[src/rtl/ce_task_scheduler_pkg.sv]
// Shared types and helpers for the clock-enable driven round-robin task scheduler.
package ce_task_scheduler_pkg;

  typedef enum logic [1:0] {
    ST_IDLE      = 2'd0,
    ST_LATCH     = 2'd1,
    ST_START     = 2'd2,
    ST_WAIT_DONE = 2'd3
  } sched_state_t;

  function automatic int grant_width(input int num_tasks);
    return (num_tasks > 1) ? $clog2(num_tasks) : 1;
  endfunction

endpackage

[src/rtl/clock_enable_divider.sv]
// Divides an incoming clock-enable stream: one registered output pulse per
// par_ce_divisor input enables; synchronous active-high reset restarts the count.
module clock_enable_divider #(
  parameter int par_ce_divisor = 1000
) (
  input  logic i_clk_mhz,
  input  logic i_rst_mhz,
  input  logic i_ce_mhz,
  output logic o_ce_div
);

  localparam int CNT_W = (par_ce_divisor > 1) ? $clog2(par_ce_divisor) : 1;
  localparam logic [CNT_W-1:0] CNT_LAST = CNT_W'(par_ce_divisor - 1);

  logic [CNT_W-1:0] ce_count;

  always_ff @(posedge i_clk_mhz) begin
    if (i_rst_mhz) begin
      ce_count <= '0;
      o_ce_div <= 1'b0;
    end else begin
      o_ce_div <= 1'b0;
      if (i_ce_mhz) begin
        if (ce_count == CNT_LAST) begin
          ce_count <= '0;
          o_ce_div <= 1'b1;
        end else begin
          ce_count <= ce_count + 1'b1;
        end
      end
    end
  end

endmodule

[src/rtl/ce_task_scheduler.sv]
// Round-robin task scheduler: each schedule tick snapshots the requests, then
// grants them one at a time with a start pulse, waiting for done or a tick-counted timeout.
module ce_task_scheduler
  import ce_task_scheduler_pkg::*;
#(
  parameter int par_num_tasks     = 3,
  parameter int par_tick_divisor  = 1000,
  parameter int par_timeout_ticks = 4
) (
  input  logic                                     i_clk_mhz,
  input  logic                                     i_rstn_mhz,
  input  logic                                     i_ce_mhz,
  input  logic [par_num_tasks-1:0]                 i_req,
  input  logic [par_num_tasks-1:0]                 i_done,
  input  logic                                     i_clr_overrun,
  output logic [par_num_tasks-1:0]                 o_start,
  output logic [grant_width(par_num_tasks)-1:0]    o_grant_idx,
  output logic                                     o_busy,
  output logic                                     o_timeout,
  output logic                                     o_overrun
);

  localparam int IDX_W = grant_width(par_num_tasks);
  localparam int TO_W  = $clog2(par_timeout_ticks + 1);
  localparam logic [TO_W-1:0]  TO_LAST  = TO_W'(par_timeout_ticks - 1);
  localparam logic [IDX_W-1:0] IDX_LAST = IDX_W'(par_num_tasks - 1);

  sched_state_t             state, state_nxt;
  logic [par_num_tasks-1:0] pending, pending_nxt;
  logic [IDX_W-1:0]         ptr, ptr_nxt;
  logic [IDX_W-1:0]         grant, grant_nxt;
  logic [IDX_W-1:0]         grant_inc;
  logic [TO_W-1:0]          to_count, to_count_nxt;
  logic [par_num_tasks-1:0] start_nxt;
  logic                     timeout_nxt;
  logic                     overrun_nxt;
  logic                     tick;
  logic                     sel_found;
  logic [IDX_W-1:0]         sel_idx;

  clock_enable_divider #(
    .par_ce_divisor (par_tick_divisor)
  ) u_tick_div (
    .i_clk_mhz (i_clk_mhz),
    .i_rst_mhz (~i_rstn_mhz),
    .i_ce_mhz  (i_ce_mhz),
    .o_ce_div  (tick)
  );

  // First pending task at or after the round-robin pointer, wrapping around.
  always_comb begin
    int cand;
    sel_found = 1'b0;
    sel_idx   = ptr;
    cand      = 0;
    for (int i = 0; i < par_num_tasks; i++) begin
      cand = (int'(ptr) + i) % par_num_tasks;
      if (!sel_found && pending[cand]) begin
        sel_found = 1'b1;
        sel_idx   = IDX_W'(cand);
      end
    end
  end

  assign grant_inc = (grant == IDX_LAST) ? '0 : grant + 1'b1;

  always_comb begin
    state_nxt    = state;
    pending_nxt  = pending;
    ptr_nxt      = ptr;
    grant_nxt    = grant;
    to_count_nxt = to_count;
    start_nxt    = '0;
    timeout_nxt  = 1'b0;
    overrun_nxt  = (o_overrun & ~i_clr_overrun) | (tick & (state != ST_IDLE));

    case (state)
      ST_IDLE: begin
        if (tick) begin
          pending_nxt = i_req;
          state_nxt   = ST_LATCH;
        end
      end
      ST_LATCH: begin
        if (!sel_found) begin
          state_nxt = ST_IDLE;
        end else begin
          grant_nxt = sel_idx;
          state_nxt = ST_START;
        end
      end
      ST_START: begin
        start_nxt[grant] = 1'b1;
        to_count_nxt     = '0;
        state_nxt        = ST_WAIT_DONE;
      end
      ST_WAIT_DONE: begin
        // A done in the same clock as the expiring tick takes priority.
        if (i_done[grant]) begin
          pending_nxt[grant] = 1'b0;
          ptr_nxt            = grant_inc;
          state_nxt          = ST_LATCH;
        end else if (tick) begin
          if (to_count == TO_LAST) begin
            timeout_nxt        = 1'b1;
            pending_nxt[grant] = 1'b0;
            ptr_nxt            = grant_inc;
            state_nxt          = ST_LATCH;
          end else begin
            to_count_nxt = to_count + 1'b1;
          end
        end
      end
      default: state_nxt = ST_IDLE;
    endcase
  end

  always_ff @(posedge i_clk_mhz) begin
    if (!i_rstn_mhz) begin
      state     <= ST_IDLE;
      pending   <= '0;
      ptr       <= '0;
      grant     <= '0;
      to_count  <= '0;
      o_start   <= '0;
      o_timeout <= 1'b0;
      o_overrun <= 1'b0;
    end else begin
      state     <= state_nxt;
      pending   <= pending_nxt;
      ptr       <= ptr_nxt;
      grant     <= grant_nxt;
      to_count  <= to_count_nxt;
      o_start   <= start_nxt;
      o_timeout <= timeout_nxt;
      o_overrun <= overrun_nxt;
    end
  end

  assign o_grant_idx = grant;
  assign o_busy      = (state != ST_IDLE);

endmodule

[config.mk]
export PLATFORM = sky130hd
export DESIGN_NAME = ce_task_scheduler
export DESIGN_NICKNAME = d
export VERILOG_FILES = /design/src/rtl/ce_task_scheduler_pkg.sv /design/src/rtl/clock_enable_divider.sv /design/src/rtl/ce_task_scheduler.sv
export SDC_FILE = /design/constraint.sdc
export NUM_CORES = 1
export LEC_CHECK = 0
export ABC_AREA = 1
export BUFFER_PORTS_ARGS = -buffer_cell sky130_fd_sc_hd__buf_2
export CORE_ASPECT_RATIO = 1.2
export CORE_MARGIN = 2
export CORE_UTILIZATION = 25
export DETAILED_ROUTE_END_ITERATION = 16
export PLACE_DENSITY = 0.47
export SETUP_SLACK_MARGIN = 0.02
export SYNTH_ARGS = -nofsm -noshare
export SYNTH_HDL_FRONTEND = slang
export SYNTH_HIERARCHICAL = 1
export SYNTH_SLANG_ARGS = --single-unit
[constraint.sdc]
create_clock -name i_clk_mhz -period 1.6 [get_ports i_clk_mhz]
set_input_delay 0.32 -clock i_clk_mhz [delete_from_list [all_inputs] [get_ports i_clk_mhz]]
set_output_delay 0.32 -clock i_clk_mhz [all_outputs]
set_load 0.02 [all_outputs]
==> metrics.csv, run 1 <==
stage,metric,value,unit
status,status,"finished, final reports clean",
cells_and_area,"commonest non-fill, non-tap cells in the layout","nand2_1, inv_1, nand3_1, nor2_1, dfxtp_1",
power,Comb power frac,46.6,%
floorplanning,Starting Density,26.14,%
clocking,clk slew on worst S/H paths,100,ps
global_route,largest net degree at the start of global routing,15,
global_route,total gr overflow,0,
clocking,clock sink count,28,
global_route,GRT Total Usage,11.17,%
floorplanning,Die X,79.18,µm
place,I/O Buffers,17,
cells_and_area,area grow syn2layout,17.34,%
floorplanning,full die area,0.007459,mm²
timing,worst-margin pin slew,332.6,ps
drt,WL/cell,10.42,µm
power,clock network power share,16.2,%
power,Max IR drop VDD,0.0005526,V
worst_setup_path,"Arr. time, crit path",1170,ps
timing,Worst Skew,9.214,ps
timing,Finish-stage setup viols,0,
clocking,Root Buffer,clkbuf_8,
timing,RSZ-0062 raised after global routing,yes,
timing,FMAX,0.6696,GHz
yosys,ys flop type,dfxtp_1,
yosys,syn_nets,275,
place,detailed-placement wirelength estimate,2917,µm
cells_and_area,"commonest non-fill, non-tap cell in the layout",nand2_1,
clocking,Clock Tree Buf Depth,2,
timing,period utilization,93.34,%
floorplanning,Row Count,32,
power,leakage power,0.8961,nW
yosys,Synth async-reset ratio,0,%
yosys,"Distinct cells, synth",31,
yosys,Yosys top cell area share,33.06,%
cells_and_area,fraction of layout cells with a size suffix above 1,20.94,%
power,internal power,0.001344,W
worst_setup_path,startpoint class of the critical path,flip-flop,
yosys,Seq cells post-synth,28,
clocking,CTS H-tree lvls,1,
power,Sequential Power Share,37.2,%
place,routability cong.,0.8239,
timing,worst relative slew slack,77.81,%
flow_run,number of max-cap violations,0,
cells_and_area,"non-filler cells, final",362,
timing,Tmin final,1493,ps
yosys,post-synthesis sequential area ratio,33.06,%
yosys,largest cells by area after synthesis,"dfxtp_1, nand2_1, nand3_1",
drt,DR vias/cell,4.307,
drt,Via Count,1559,
timing,Fin. Hold Viols,0,
power,switching share of power,43.05,%
clocking,Post-CTS Setup Inserts,0,
floorplanning,Die Ht,94.21,µm
yosys,Ys Warns,6,
yosys,Syn Inst Count,255,
floorplanning,IO Pins,18,
clocking,total CTS buffers,3,
worst_setup_path,Critical Path RT,1280,ps
hold_path,class of the worst hold path,input pin to flip-flop,
yosys,number of synthesized flops with an enable pin,0,
place,placed cells,359,
worst_setup_path,"critical path fanouts, max",3,
clocking,Worst-Skew Late Latency,270,ps
worst_setup_path,crit end category,primary output,
global_route,first-pass GRT wire length,6762,µm
yosys,syn_area_per_cell,6.649,µm²
timing,WHS,298.5,ps
worst_setup_path,crit path kind,flip-flop to primary output,
global_route,initial antenna violation count,0,
power,cell area power density,1187,mW/mm²
drt,Post-DRT Antenna Nets,0,
yosys,Synth Cell Area,0.001695,mm²
power,Sw Pwr,0.001016,W
clocking,CTS tree,built,
yosys,post-synth top area cell,dfxtp_1,
cells_and_area,# nets final,299,
drt,Initial DRC Count,140,
timing,max-slew violation count,0,
cells_and_area,antenna cell count,0,
drt,final wirelength,3773,µm
cells_and_area,Filler cells,745,
floorplanning,core region area,0.006486,mm²
global_route,vias in the first global route,1518,
drt,Detailed Routing Iterations Pass 1,4,
drt,DRC,0,
layer usage:
metal / wire (µm) / part of all wire, % / global-route usage (%)
met2: 1861 / 49 / 20.69
met5: 0 / 0 / 0
met4: 14 / 0.37 / 0.8621
met1: 1757 / 47 / 13.55
met3: 138 / 3.7 / 2.596
sequential cells by signal, summed over array words and instances (netlist names):
signal / count
o_grant_idx: 2
state: 2
o_overrun: 1
pending: 3
to_count: 3
u_tick_div/o_ce_div: 1
o_timeout: 1
u_tick_div/ce_count: 10
o_start: 3
ptr: 2
synth_stat cells (all sizes together) (2+ instances only):
| cell type | count |
|---|---|
| nor3 | 2 |
| dfxtp | 28 |
| nand3 | 33 |
| a21oi | 10 |
| nor2 | 32 |
| o21ai | 3 |
| nand2 | 82 |
| ha | 10 |
| o21bai | 2 |
| xor2 | 2 |
| nand4 | 5 |
| inv | 38 |
kinds of logic after synthesis:
logic type	share of synthesized area [%]
and+or+nand+nor	42.21
xor gates and xnor gates	1.550
buffers and inverters	9.299
AOI/OAI and AO/OA	5.904
adders and majority gates	7.380
muxes	0.5904
DFF	33.06
area by class of cell:
cell class | count | area (µm²) | area share (%)
inverters | 38 | 142.6 | 7.170
multi-input cells | 187 | 1016 | 51.07
well taps | 85 | 106.4 | 5.346
repair buffers | 21 | 117.6 | 5.912
clock buffers | 3 | 41.29 | 2.075
flip-flops and latches | 28 | 565.5 | 28.43
power by group through the flow:
| stage | Clock [W] | Sequential (W) | Combinational (W) |
|---|---|---|---|
| finish | 0.000382 | 0.000878 | 0.00110 |
| global route | 0.000445 | 0.000889 | 0.00127 |
| CTS | 0.000418 | 0.000870 | 0.00106 |
| detailed placement | 0 | 0.000886 | 0.00105 |
| global placement | 0 | 0.000887 | 0.00106 |
| floorplan | 0 | 0.000893 | 0.000750 |
through the flow:
stage	instance area [µm²]	total power (W)	util (%)	TNS [ps]	setup WS, ps
after floorplan	1695	0.001642	-	0	85.93
after global placement	1902	0.001951	29.32	0	24.73
after detailed placement	1902	0.001936	29.32	-29.89	-17.35
after CTS	1948	0.002344	30.03	0	15.07
after global routing	1989	0.002602	30.67	-10.62	-10.62
final	1989	0.002361	30.67	0	106.5
worst max-delay path: stages, from the launching register on:
cell,delay [ps]
dfxtp_2,370
inv_1,70
ha_1,210
inv_1,100
buf_4,150
worst paths after layout:
kind                            depth (start not counted)  slack (ps)           from           to
worst max-delay path                                    4         110       state[1]       o_busy
worst min-delay path                                    4         300  i_clr_overrun    o_overrun
worst max register to register                         11         120         ptr[0]     state[1]
worst min register to register                          2         490    to_count[2]  to_count[2]
timing repair:
item | 4_1_cts | 5_1_grt
pin swaps | 0 | 1
hold buffers | 0 | 0
setup endpoints to repair | 4 | 6
endpoints found under the hold margin | 0 | 0
resized for setup | 2 | 12
(Power assumes the default switching activity.)
==> run 2, diff against run 1 <==
==> constraint.sdc (replaced) <==
create_clock -name i_clk_mhz -period 1.6 [get_ports i_clk_mhz]
set_input_delay 0.08 -clock i_clk_mhz [delete_from_list [all_inputs] [get_ports i_clk_mhz]]
set_output_delay 0.08 -clock i_clk_mhz [all_outputs]
set_load 0.02 [all_outputs]
==> run 2 against run 1 <==
Compared with the run above:
- maximum frequency is 1.9% higher
- utilization is 0.75 points higher
- combinational power hardly changed
- die area stayed put
- global-route usage is 0.73 points lower
- final cell count is 0.83% higher
- sequential cell count stayed put
- critical path depth is 7 higher
- non-clock buffer count is 2 higher
- register-to-register slack hardly changed
- count of clock-buffer cells in the layout stayed put
- sequential share of layout area is 0.80 points lower
==> metrics.csv, run 2 (synthesized netlist as in run 1, its figures left out) <==
stage,metric,value,unit
flow_run,number of max-cap violations,0,
floorplanning,Starting Density,26.14,%
worst_setup_path,"Arr. time, crit path",1650,ps
global_route,met2 Resource Use GR,19.07,%
global_route,routing usage on met1,12.70,%
floorplanning,Die X,79.18,µm
worst_setup_path,"reg-to-reg slack, setup",130,ps
global_route,GRT Total Usage,10.44,%
drt,final wirelength,3744,µm
power,PnR Total Power,0.002533,W
hold_path,Hold Crit Depth,4,
timing,FMAX,0.6822,GHz
global_route,initial antenna violation count,0,
drt,WL/cell,10.26,µm
timing,Tmin final,1466,ps
timing,worst-margin pin slew,245.5,ps
clocking,Root Buffer,clkbuf_8,
global_route,first-pass GRT wire length,6306,µm
hold_path,hold path endpoint,o_overrun,
timing,worst relative slew slack,83.61,%
global_route,total gr overflow,0,
worst_setup_path,reg2reg path depth,11,
timing,max-slew violation count,0,
power,cell area power density,1243,mW/mm²
cells_and_area,# nets final,301,
floorplanning,Row Count,32,
status,status,"finished, final reports clean",
power,Max IR drop VDD,0.0004681,V
power,leakage power,0.9193,nW
clocking,CTS tree,built,
drt,Initial DRC Count,138,
drt,DR vias/cell,4.340,
floorplanning,IO Pins,18,
floorplanning,core region area,0.006486,mm²
clocking,Clock Tree Buf Depth,2,
timing,Fin. Hold Viols,0,
timing,RSZ-0062 raised after global routing,yes,
clocking,CTS H-tree lvls,1,
drt,DRC,0,
clocking,clock sink count,28,
worst_setup_path,"critical path, cell by cell",inv_1 -> ha_4 -> inv_2 -> nand2_1 -> nand3_2 -> nand2_4 -> nand3_1 -> nand2_2 -> nand2_1 -> nand2_1 -> a21oi_1,
cells_and_area,"commonest non-fill, non-tap cells in the layout","nand2_1, inv_1, nand3_1, nor2_1, dfxtp_1",
hold_path,class of the worst hold path,input pin to flip-flop,
worst_setup_path,"most used cell, CP",nand2_1,
worst_setup_path,crit path kind,flip-flop to flip-flop,
global_route,grt met3 use,2.115,%
clocking,clk slew on worst S/H paths,100,ps
cells_and_area,antenna cell count,0,
worst_setup_path,crit end category,flip-flop,
worst_setup_path,cell at the slowest stage of the critical path,dfxtp_2,
cells_and_area,"commonest non-fill, non-tap cell in the layout",nand2_1,
cells_and_area,Filler cells,737,
drt,Post-DRT Antenna Nets,0,
worst_setup_path,Critical Path RT,1780,ps
worst_setup_path,reg2reg start,ptr[0],
timing,period utilization,91.61,%
worst_setup_path,slowest cell delay on critical path,360,ps
global_route,vias in the first global route,1464,
cells_and_area,largest register by flop count,u_tick_div/ce_count,
drt,Via Count,1584,
cells_and_area,area grow syn2layout,20.22,%
worst_setup_path,Reg-to-Reg End,state[1],
clocking,Post-CTS Setup Inserts,0,
clocking,Worst-Skew Late Latency,280,ps
cells_and_area,max reg flops,10,
floorplanning,Die Ht,94.21,µm
worst_setup_path,startpoint class of the critical path,flip-flop,
timing,WHS,41.98,ps
timing,Finish-stage setup viols,0,
place,routability cong.,0.8123,
floorplanning,full die area,0.007459,mm²
worst_setup_path,"critical path fanouts, max",6,
drt,Detailed Routing Iterations Pass 1,4,
cells_and_area,fraction of layout cells with a size suffix above 1,20.71,%
global_route,Most Crowded Layer GR,met2,
global_route,largest net degree at the start of global routing,17,
hold_path,worst min-delay path startpoint,i_clr_overrun,
place,detailed-placement wirelength estimate,2924,µm
timing,Worst Skew,9.701,ps
place,I/O Buffers,17,
clocking,total CTS buffers,3,
-- run 2: cell count changes in the layout (fill, tap and decap cells not counted) --
cell       before  now
buf_4           5    6
inv_1          30   31
bufinv_16       0    1
nand4_2         1    0
inv_2           8    7
dfxtp_1        24   26
dfxtp_2         4    2
buf_2          16   17
nand4_4         0    1
-- run 2: layout make-up --
| type | instances | area (µm²) | share of cell area, % |
|---|---|---|---|
| multi-input combinational | 187 | 1025 | 50.28 |
| sequential | 28 | 563.0 | 27.62 |
| inverter | 38 | 142.6 | 6.998 |
| timing repair buffer | 23 | 130.1 | 6.384 |
| tap | 85 | 106.4 | 5.218 |
| clock buffer | 3 | 41.29 | 2.026 |
| clock inverter | 1 | 30.03 | 1.473 |
-- run 2: metrics by stage --
step	instances	util, %	cell area, µm²	worst slack, ps	TNS [ps]
floorplan	255	-	1695	85.93	0
global placement	361	29.55	1917	22.08	0
detailed placement	361	29.55	1917	-4.392	-7.510
CTS	365	30.75	1994	53.89	0
global route	365	31.42	2038	4.380	0
finish	365	31.42	2038	134.2	0
-- run 2: worst max-delay path: cells and delay by family (launching register included) --
family,cells,cell delay [ps]
AO/OA/AOI/OAI,1,50
buffers and inverters,2,120
AND/OR/NAND/NOR,7,540
adder cells (fa/ha/maj),1,300
flip-flops,1,360
-- run 2: power by group --
part / switching, W / internal, W
Combinational: 0.000718 / 0.000382
Sequential: 0.0000871 / 0.000782
Clock: 0.000229 / 0.000335
-- run 2: metal layers --
metal / wire length [µm] / vias up / share of wire, %
met3: 145 / 4 / 3.9
met4: 27 / 0 / 0.72
met1: 1763 / 698 / 47
met5: 0 / - / 0
li1: - / 856 / -
met2: 1807 / 26 / 48
-- run 2: how the worst max path moves through the flow --
stage	startpoint	end	slack, ps	cells after the start
after floorplan	ptr[0]	o_grant_idx[0]	90	10
after global placement	ptr[0]	o_grant_idx[0]	20	8
after detailed placement	ptr[0]	o_grant_idx[0]	-4	10
after CTS	ptr[0]	state[1]	50	11
after global routing	ptr[0]	state[1]	4	11
final	ptr[0]	state[1]	130	11
-- run 2: what timing repair did --
action                     4_1_cts  5_1_grt
hold buffers                     0        0
pin swaps                        0        1
resized for setup                3        8
setup endpoints to repair        3        4
==> run 3, diff against run 2 <==
--- a/config.mk
+++ b/config.mk
@@ -10,7 +10,7 @@
 export CORE_ASPECT_RATIO = 1.2
 export CORE_MARGIN = 2
-export CORE_UTILIZATION = 25
+export CORE_UTILIZATION = 52
 export DETAILED_ROUTE_END_ITERATION = 16
-export PLACE_DENSITY = 0.47
+export PLACE_DENSITY = 0.8
 export SETUP_SLACK_MARGIN = 0.02
 export SYNTH_ARGS = -nofsm -noshare
==> constraint.sdc (replaced) <==
create_clock -name i_clk_mhz -period 1.6 [get_ports i_clk_mhz]
set_input_delay 0.08 -clock i_clk_mhz [delete_from_list [all_inputs] [get_ports i_clk_mhz]]
set_output_delay 0.08 -clock i_clk_mhz [all_outputs]
set_load 0.05 [all_outputs]
==> run 3 against run 2 <==
Compared with the run above:
- final cell count is 14% lower
- sequential power hardly changed
- combinational power is 11% higher
- global-route usage is 9.1 points higher
- worst hold slack better by 17 ps
- sequential cell count stayed put
- critical path depth stayed put
- die area is 50% lower
- count of clock-buffer cells in the layout stayed put
- critical path type unchanged
- largest cell class unchanged
==> metrics.csv, run 3 (synthesized netlist as in run 1, its figures left out) <==
stage,metric,value,unit
cells_and_area,Filler cells,293,
power,Sw Pwr,0.001119,W
cells_and_area,Register Area,563.0,µm²
hold_path,class of the worst hold path,input pin to flip-flop,
clocking,Worst-Skew Late Latency,320,ps
cells_and_area,fraction of layout cells with a size suffix above 1,21.66,%
clocking,Clock Tree Buf Depth,2,
clocking,clk slew on worst S/H paths,140,ps
worst_setup_path,Critical Path RT,1840,ps
worst_setup_path,Crit path max-delay family,simple AND/OR/NAND/NOR gates,
floorplanning,IO Pins,18,
cells_and_area,Post-Layout Inst Area,0.001939,mm²
power,leakage power,0.9026,nW
floorplanning,Die X,56.13,µm
power,Max IR drop VDD,0.0006935,V
worst_setup_path,cell at the slowest stage of the critical path,dfxtp_2,
power,cell area power density,1224,mW/mm²
flow_run,number of max-cap violations,0,
worst_setup_path,slowest cell delay on critical path,350,ps
floorplanning,Starting Density,54.99,%
global_route,GRT Total Usage,19.56,%
worst_setup_path,startpoint class of the critical path,flip-flop,
timing,Fin. Hold Viols,0,
floorplanning,Die Ht,66.55,µm
drt,Post-DRT Antenna Nets,0,
floorplanning,core region area,0.003083,mm²
drt,Initial DRC Count,54,
timing,Worst Skew,7.374,ps
clocking,Root Buffer,clkbuf_4,
floorplanning,Row Count,22,
worst_setup_path,"critical path fanouts, max",6,
cells_and_area,Multi-input gate area,0.001049,mm²
worst_setup_path,"Arr. time, crit path",1760,ps
timing,worst-margin pin slew,323.1,ps
worst_setup_path,crit path kind,flip-flop to flip-flop,
global_route,total gr overflow,0,
drt,Via Count,1623,
timing,RSZ-0062 raised after global routing,yes,
timing,Finish-stage setup viols,0,
timing,worst relative slew slack,78.44,%
timing,max-slew violation count,0,
clocking,CTS H-tree lvls,1,
cells_and_area,area grow syn2layout,14.39,%
status,status,"finished, final reports clean",
global_route,initial antenna violation count,0,
clocking,total CTS buffers,3,
place,routability cong.,0.8240,
drt,Detailed Routing Iterations Pass 1,4,
place,placed cells,309,
worst_setup_path,CP bufs+invs,2,
worst_setup_path,crit end category,flip-flop,
place,detailed-placement wirelength estimate,2595,µm
drt,final wirelength,3414,µm
cells_and_area,"commonest non-fill, non-tap cell in the layout",nand2_1,
global_route,largest net degree at the start of global routing,15,
timing,Tmin final,1516,ps
cells_and_area,"commonest non-fill, non-tap cells in the layout","nand2_1, inv_1, nor2_1",
timing,FMAX,0.6595,GHz
power,switching share of power,47.17,%
cells_and_area,"non-filler cells, final",313,
timing,period utilization,94.77,%
cells_and_area,antenna cell count,0,
global_route,vias in the first global route,1434,
power,Sequential Power Share,36.7,%
floorplanning,full die area,0.003735,mm²
power,internal power,0.001254,W
drt,DR vias/cell,5.185,
cells_and_area,largest register by flop count,u_tick_div/ce_count,
worst_setup_path,"reg-to-reg slack, setup",80,ps
power,clock network power share,12.0,%
clocking,CTS tree,built,
global_route,first-pass GRT wire length,5934,µm
cells_and_area,# nets final,299,
place,I/O Buffers,17,
drt,DRC,0,
place,area post-placement,0.001833,mm²
worst_setup_path,"critical path, cell by cell",inv_1 -> ha_4 -> inv_2 -> nand2_2 -> nand3_2 -> nand2_4 -> nand3_2 -> nand2_4 -> nand2_1 -> nand2_1 -> a21oi_1,
clocking,clock sink count,28,
drt,WL/cell,10.91,µm
cells_and_area,max reg flops,10,
power,Comb power frac,51.3,%
run 3: tightest hold or removal path, delay by kind of cell:
family                 cells  cell delay, ps
AND/OR/NAND/NOR            2             120
buffers and inverters      1             170
run 3: timing repair:
action                                 in CTS  in global routing
resized for setup                           1                 17
gates cloned                                0                  0
setup endpoints to repair                   3                  8
hold buffers                                1                  0
endpoints found under the hold margin       1                  0
setup buffers                               0                  0
pin swaps                                   0                  4
run 3: per-stage QoR:
stage	setup TNS (ps)	worst slack, ps	hold slack (ps)	util, %	total power (W)
after floorplan	0	70.73	240.9	-	0.001739
after global placement	0	88.80	339.3	59.46	0.001977
after detailed placement	0	28.07	338.1	59.46	0.001986
after CTS	0	42.94	59.01	60.59	0.002278
after global routing	-32.83	-22.19	52.83	62.91	0.002559
final	0	83.72	59.14	62.91	0.002373
run 3: final cells by class:
class / instances / share of cell area, %
timing repair buffer: 21 / 6.065
multi-input combinational: 187 / 54.06
tap: 36 / 2.323
inverter: 38 / 7.355
sequential: 28 / 29.03
clock buffer: 3 / 1.161
run 3: power by group through the flow:
stage / Clock (W) / Combinational, W / Sequential [W]
2_1_floorplan: 0 / 0.000796 / 0.000943
3_3_place_gp: 0 / 0.00109 / 0.000883
3_5_place_dp: 0 / 0.00110 / 0.000884
4_1_cts: 0.000298 / 0.00111 / 0.000868
5_1_grt: 0.000322 / 0.00135 / 0.000885
6_report: 0.000284 / 0.00122 / 0.000872
run 3: final timing paths:
kind	startpoint	end	cells past startpoint
setup / recovery	ptr[0]	state[1]	11
hold / removal	i_rstn_mhz	ptr[0]	3
setup reg to reg	ptr[0]	state[1]	11
hold reg to reg	to_count[1]	to_count[1]	2
run 3: routing by layer:
layer  track usage [%]  vias to the layer above  wire length [µm]
li1                  -                      855                 -
met1             22.50                      717              1488
met2             37.35                       40              1716
met3             1.942                       11               116
met4             6.845                        0                92
met5                 0                        -                 0
